--- src/rtl/wb_ram_arbiter.sv ---
// Two-master / one-slave Wishbone arbiter sharing the on-chip RAM between data (M0) and fetch (M1).
// Optional macro WB_ARB_ROUND_ROBIN_EN: ties go to the master that did not own the bus last.

package wb_arb_pkg;
  typedef struct packed {
    logic [31:0] addr;
    logic [31:0] data;
    logic [3:0]  sel;
    logic        we;
    logic        stb;
    logic        cyc;
  } wb_m2s_t;

  typedef struct packed {
    logic [31:0] data;
    logic        ack;
  } wb_s2m_t;
endpackage

module wb_ram_arbiter
  import wb_arb_pkg::*;
#(
  parameter int unsigned TIMEOUT_CYC = 16,
  parameter int unsigned TCNT_W      = 5
) (
  input  logic        i_clk,
  input  logic        i_rstn,
  input  wb_m2s_t     i_m0_m2s_wb,
  output wb_s2m_t     o_m0_s2m_wb,
  input  wb_m2s_t     i_m1_m2s_wb,
  output wb_s2m_t     o_m1_s2m_wb,
  output wb_m2s_t     o_s_m2s_wb,
  input  wb_s2m_t     i_s_s2m_wb,
  output logic [1:0]  o_grant,
  output logic        o_timeout
);

  typedef enum logic [1:0] {
    ST_IDLE = 2'b00,
    ST_G0   = 2'b01,
    ST_G1   = 2'b10
  } state_t;

  localparam logic [TCNT_W-1:0] WDOG_LIMIT = TCNT_W'(TIMEOUT_CYC);
  localparam logic [TCNT_W-1:0] WDOG_MAX   = '1;
  localparam bit                WDOG_EN    = (TIMEOUT_CYC != 0);

  state_t            state_q, state_d;
  logic [TCNT_W-1:0] wdog_q, wdog_d;
  logic              last_q, last_d;   // 1 = M1 was the most recent owner
  logic              m0_req, m1_req, own_req, fire, tie_m1;

  assign m0_req = i_m0_m2s_wb.stb & i_m0_m2s_wb.cyc;
  assign m1_req = i_m1_m2s_wb.stb & i_m1_m2s_wb.cyc;

`ifdef WB_ARB_ROUND_ROBIN_EN
  assign tie_m1 = ~last_q;
`else
  assign tie_m1 = 1'b0;
`endif

  always_comb begin
    own_req = 1'b0;
    case (state_q)
      ST_G0:   own_req = m0_req;
      ST_G1:   own_req = m1_req;
      default: own_req = 1'b0;
    endcase
  end

  // A real ack in the would-be fire cycle wins over the watchdog.
  assign fire = WDOG_EN && own_req && (wdog_q == WDOG_LIMIT) && !i_s_s2m_wb.ack;

  always_ff @(posedge i_clk or negedge i_rstn) begin
    if (!i_rstn) begin
      state_q <= ST_IDLE;
      wdog_q  <= '0;
      last_q  <= 1'b1;
    end else begin
      state_q <= state_d;
      wdog_q  <= wdog_d;
      last_q  <= last_d;
    end
  end

  always_comb begin
    state_d = state_q;
    case (state_q)
      ST_IDLE: begin
        if (m0_req && m1_req) state_d = tie_m1 ? ST_G1 : ST_G0;
        else if (m0_req)      state_d = ST_G0;
        else if (m1_req)      state_d = ST_G1;
      end
      ST_G0: begin
        if (fire)                    state_d = ST_IDLE;
        else if (!i_m0_m2s_wb.cyc)   state_d = m1_req ? ST_G1 : ST_IDLE;
      end
      ST_G1: begin
        if (fire)                    state_d = ST_IDLE;
        else if (!i_m1_m2s_wb.cyc)   state_d = m0_req ? ST_G0 : ST_IDLE;
      end
      default: state_d = ST_IDLE;
    endcase
  end

  always_comb begin
    wdog_d = wdog_q;
    if (state_d != state_q || state_q == ST_IDLE || i_s_s2m_wb.ack) wdog_d = '0;
    else if (own_req && wdog_q != WDOG_MAX)                         wdog_d = wdog_q + 1'b1;
  end

  always_comb begin
    last_d = last_q;
    if (state_d == ST_G0 && state_q != ST_G0) last_d = 1'b0;
    if (state_d == ST_G1 && state_q != ST_G1) last_d = 1'b1;
  end

  always_comb begin
    o_s_m2s_wb  = '0;
    o_m0_s2m_wb = '0;
    o_m1_s2m_wb = '0;
    case (state_q)
      ST_G0: begin
        o_s_m2s_wb  = i_m0_m2s_wb;
        o_m0_s2m_wb = i_s_s2m_wb;
        if (fire) begin
          o_s_m2s_wb.stb  = 1'b0;
          o_s_m2s_wb.cyc  = 1'b0;
          o_m0_s2m_wb.data = '0;
          o_m0_s2m_wb.ack  = 1'b1;
        end
      end
      ST_G1: begin
        o_s_m2s_wb  = i_m1_m2s_wb;
        o_m1_s2m_wb = i_s_s2m_wb;
        if (fire) begin
          o_s_m2s_wb.stb  = 1'b0;
          o_s_m2s_wb.cyc  = 1'b0;
          o_m1_s2m_wb.data = '0;
          o_m1_s2m_wb.ack  = 1'b1;
        end
      end
      default: ;
    endcase
  end

  assign o_grant   = {state_q == ST_G1, state_q == ST_G0};
  assign o_timeout = fire;

endmodule
--- config.mk ---
export PLATFORM = sky130hd
export DESIGN_NAME = wb_ram_arbiter
export DESIGN_NICKNAME = d
export VERILOG_FILES = /design/src/rtl/wb_ram_arbiter.sv
export SDC_FILE = /design/constraint.sdc
export NUM_CORES = 1
export LEC_CHECK = 0
export ABC_AREA = 1
export CORE_AREA = 4 4 120 122
export DETAILED_ROUTE_END_ITERATION = 10
export DIE_AREA = 0 0 124 126
export GPL_TIMING_DRIVEN = 1
export PLACE_DENSITY_LB_ADDON = 0.05
export SETUP_SLACK_MARGIN = 0.1
export SLEW_MARGIN = 20
export SYNTH_ARGS = -nofsm -noshare
export SYNTH_HDL_FRONTEND = slang
export SYNTH_SLANG_ARGS = --single-unit
--- constraint.sdc ---
create_clock -name i_clk -period 1.8 [get_ports i_clk]
set_input_delay 0.27 -clock i_clk [delete_from_list [all_inputs] [get_ports i_clk]]
set_output_delay 0.27 -clock i_clk [all_outputs]
set_load 0.005 [all_outputs]
# Word level (Yosys, flattened, before mapping)
# Cells that the tools add are included.
[totals] ff_bits=7 in_bits=177 out_inout_bits=140 wordCells=38
[op_classes] n_addsub=1 n_eq_ne=5 n_mux=19 bitwise=2 n_reduce_logical=9
[ops] operator="$pmux W71 S2" count=1
[ops] operator="$mux W33" count=3
[ops] operator="$mux W2" count=10
[ops] operator="$mux W5" count=2
[ops] operator="$pmux W2 S3" count=1
[ops] operator="$add A5 B1 Y5 const B" count=1
[ops] operator="$eq A5 B5 Y1 const B" count=1
[ops] operator="$ne A5 B5 Y1 const B" count=1
[ops] operator="$logic_and A1 B1 Y1" count=4
[ops] operator="$and A1 B1 Y1" count=2
[ops] operator="$eq A2 B1 Y1 const B" count=1
[ops] operator="$eq A2 B2 Y1 const B" count=1
[ops] operator="$logic_not A2 Y1" count=1
[ops] operator="$logic_or A1 B1 Y1" count=2
[ops] operator="$ne A2 B2 Y1" count=1
[ops] operator="$pmux W1 S2" count=1
[ops] operator="$reduce_bool A2 Y1" count=1
[ops] operator="$logic_not A1 Y1" count=1
[ops] operator="$mux W1" count=1

# Depth between registers and ports, before layout
[depth] depth_word=10 mapped_depth=12 ltp_nobuf=11

# Worst setup path after synthesis
# Ideal clock, no wire load.
[synth_path] kind="reg2out" from="register state_q[0]" to="output port o_m0_s2m_wb[10] (netlist bit)" arrival_ps=1568 t_required_ps=1530 path_slack_ps=-38 stages_incl_launch_ff=10 path_cell_list="dfrtp_1 -> inv_1 -> ha_1 -> buf_6 -> nand3_2 -> nand2_2 -> nand4_4 -> nand2_1 -> buf_2 -> nor2_1"
[synth_lines] item="from (decl)" line_no="48" text="state_t state_q, state_d;"
[synth_lines] item="from (signal assigned)" line_no="80" text="state_q <= state_d;"
[synth_lines] item="to (decl)" line_no="29" text="output wb_s2m_t o_m0_s2m_wb,"

==> impl_metrics.csv <==
group,metric,value,unit
status,status,"finished with violations",
status,failed_checks,"negative setup slack",
power,pwr_density_cell,1050,mW/mm2
worst_setup_path,critPathKind,"flop to output port",
final_layout,regArea,176,um2
clock_tree,htreeDepth,1,
worst_setup_path,slowest_stage,"dfrtp_1",
final_layout,layout_commonest_cell,"clkdlybuf4s50_1",
synthesis,avgSynthCellArea,4.95,um2
synthesis,ys_seq_area_share,8.10,%
worst_setup_path,worst-path-max-fanout,3,
timing,fin_skew,0.00119,ns
place,gp_congestion,0.850,
final_layout,drive_gt1_share,59.2,%
grt,track_usage,21.4,%
final_layout,n_antenna_cell,0,
run,maxCapViolCount,0,
routing,drt-initial-drc-count,161,
synthesis,ys_types,25,
timing,finalHoldViolCount,0,
timing,whs,0.296,ns
final_layout,fillers,1223,
power,comb_power_share,92.8,%
timing,post-route-min-period,2.19,ns
floorplan,rows,42,
worst_setup_path,start_kind,"flop",
routing,ant_nets,0,
power,swShare,46.3,%
grt,use_met1,23.1,%
place,io_buffers,316,
routing,vias,4565,
grt,grt_pass1_vias,4717,
timing,setup_violations,145,
clock_tree,clkLatencyLatePin,0.23,ns
final_layout,mostFrequentLayoutCells,"clkdlybuf4s50_1, buf_2, nand2_1",
place,dp_cells,947,
worst_setup_path,crit_required,1.53,ns
timing,finalCritPeriodShare,121,%
synthesis,syn_inst,437,
clock_tree,clockBufferDepth,2,
worst_setup_path,path_common_cell,"buf_12",
final_layout,final_nets,1052,
routing,drc,0,
worst_setup_path,crit_path_max_incr_delay,0.37,ns
place,hpwl,12.8,mm
final_layout,syn_to_final_growth,257,%
power,p_int,4.35,mW
synthesis,ys_ff_latch,7,
synthesis,syn-num-nets,622,
grt,grt_max_degree,26,
floorplan,die_h,126,um
clock_tree,root_buffer,"clkbuf_16",
final_layout,multi_input_area,0.00274,mm2
routing,wl,18.2,mm
timing,slew_violations,0,
clock_tree,path_clk_slew,0.04,ns
grt,grt_use_met2,42.2,%
floorplan,core,0.0132,mm2
routing,first_pass_iters,4,
clock_tree,clkSinkCount,7,
floorplan,die_area,0.0156,mm2
worst_setup_path,end_kind,"output port",
routing,wl_per_cell,17.5,um
power,seqPwrFrac,2.5,%
timing,max_freq,0.458,GHz
timing,timing.final.ws_setup,-0.386,ns
grt,antenna_found_initial,0,
worst_setup_path,cp.arrival,1.92,ns
place,place_area,0.00600,mm2
grt,grt_busiest_layer,"met2",
clock_tree,cts_tree,"done",
power,clock_power_share,4.7,%
worst_setup_path,path_cells,"inv_2, buf_12, ha_4, nand4_4, buf_12, buf_4, buf_6, nand3_2, a21oi_2, buf_2",
min_path,hp-class,"input port to asynchronous set/reset pin",
power,max-vdd-ir-drop,0.635,mV
final_layout,final_cell_area,0.00772,mm2
floorplan,die_w,124,um
power,leakage,3.61,nW
timing,tightest_slew,0.311,ns
final_layout,fin_cells,1042,
synthesis,ys_warn_count,0,
floorplan,initial_core_util,16.4,%
timing,slew_headroom,79.2,%
timing,rsz0062_at_grt,"yes",
grt,grt_pass1_wl,26.3,mm
synthesis,syn-cell-area,0.00216,mm2
routing,viasPerCell,4.38,
floorplan,io_pins,317,
grt,use_met3,5.25,%
clock_tree,cts_made_buffers,3,
grt,grt_remaining_overflow,0,
power,p_switching,3.75,mW
-- per-stage QoR --
| stage | power (mW) | worst slack (ns) | util, % | setup TNS [ns] |
|---|---|---|---|---|
| floorplan | 2.20 | 0.0790 | - | 0 |
| global placement | 5.21 | -0.471 | 45.5 | -54.73 |
| detailed placement | 5.21 | -0.492 | 45.5 | -55.54 |
| CTS | 7.11 | -0.369 | 52.7 | -34.76 |
| global route | 8.62 | -0.457 | 58.5 | -49.45 |
| finish | 8.10 | -0.386 | 58.5 | -37.92 |
-- final timing paths --
check / start / to / slack (ns) / cells after the start
max: state_q[1]$_DFF_PN0_ / o_s_m2s_wb[1] / -0.39 / 10
min: i_rstn / wdog_q[1]$_DFFE_PN0P_ / 0.30 / 1
max reg2reg: state_q[1]$_DFF_PN0_ / wdog_q[1]$_DFFE_PN0P_ / -0.27 / 12
min reg2reg: wdog_q[0]$_DFFE_PN0P_ / wdog_q[0]$_DFFE_PN0P_ / 0.67 / 4
max in group asynchronous: i_rstn / state_q[0]$_DFF_PN0_ / 1.25 / 1
min in group i_clk: wdog_q[0]$_DFFE_PN0P_ / wdog_q[0]$_DFFE_PN0P_ / 0.67 / 4
-- synthesized netlist by cell type --
| cell type | count | share of area (%) |
|---|---|---|
| a211oi_1 | 1 | 0.35 |
| a211oi_2 | 1 | 0.58 |
| a21oi_1 | 71 | 16 |
| buf_2 | 6 | 1.4 |
| buf_6 | 1 | 0.52 |
| clkbuf_1 | 25 | 4.3 |
| dfrtp_1 | 7 | 8.1 |
| ha_1 | 8 | 4.6 |
| inv_1 | 47 | 8.2 |
| inv_2 | 6 | 1.0 |
| nand2_1 | 164 | 28 |
| nand2_2 | 3 | 0.87 |
| nand2_4 | 1 | 0.52 |
| nand3_1 | 6 | 1.4 |
| nand3_2 | 5 | 2.3 |
| nand3_4 | 1 | 0.81 |
| nand4_4 | 1 | 0.98 |
| nor2_1 | 39 | 6.8 |
| nor2_2 | 1 | 0.29 |
| nor2_4 | 1 | 0.52 |
| nor3_1 | 32 | 7.4 |
| nor3_2 | 6 | 2.8 |
| o21ai_0 | 1 | 0.23 |
| o31ai_1 | 1 | 0.35 |
| xor2_1 | 2 | 0.81 |
-- cell type report --
| cell class | instances | share of cell area [%] |
|---|---|---|
| timing repair buffer | 457 | 55.6 |
| multi-input combinational | 345 | 35.4 |
| tap | 176 | 2.85 |
| inverter | 53 | 2.84 |
| sequential | 7 | 2.28 |
| clock buffer | 4 | 1.02 |
-- metal layers --
metal | part of all wire [%] | wire length (um)
met5 | 0 | 0
met4 | 0.94 | 172
met3 | 8.4 | 1530
met2 | 55 | 9950
met1 | 36 | 6580
-- registers in the layout, summed over array words and instances (netlist names) --
name	cells
state_q	2
wdog_q	5
-- cells by family after synthesis --
| group | synth area share, % |
|---|---|
| simple gates | 53.1 |
| buf+inv | 15.4 |
| compound gates | 17.9 |
| fa+ha+maj | 4.63 |
| flops | 8.10 |
| xor+xnor | 0.810 |
-- power groups by stage --
stage	combinational [mW]	sequential, mW	clock [mW]
floorplan	1.99	0.213	0
global placement	5.01	0.198	0
detailed placement	5.01	0.199	0
CTS	6.51	0.203	0.390
global route	8.02	0.206	0.397
finish	7.52	0.203	0.379
-- repair_timing --
| item | 4_1_cts | 5_1_grt |
|---|---|---|
| buffers inserted | 67 | 13 |
| gates resized for setup | 750 | 167 |
| endpoints found under the setup margin | 147 | 147 |
| gates cloned | 13 | 0 |
| hold buffers | 0 | 0 |
| pin swaps | 79 | 40 |
-- critical path: cells and delay by family, from the launching register on --
family          cells  cell delay [ns]
compound gates      1             0.05
flops               1             0.37
buf+inv             6             0.76
simple gates        2             0.18
fa+ha+maj           1             0.30
Note: power is estimated with default switching activity, not from simulation.
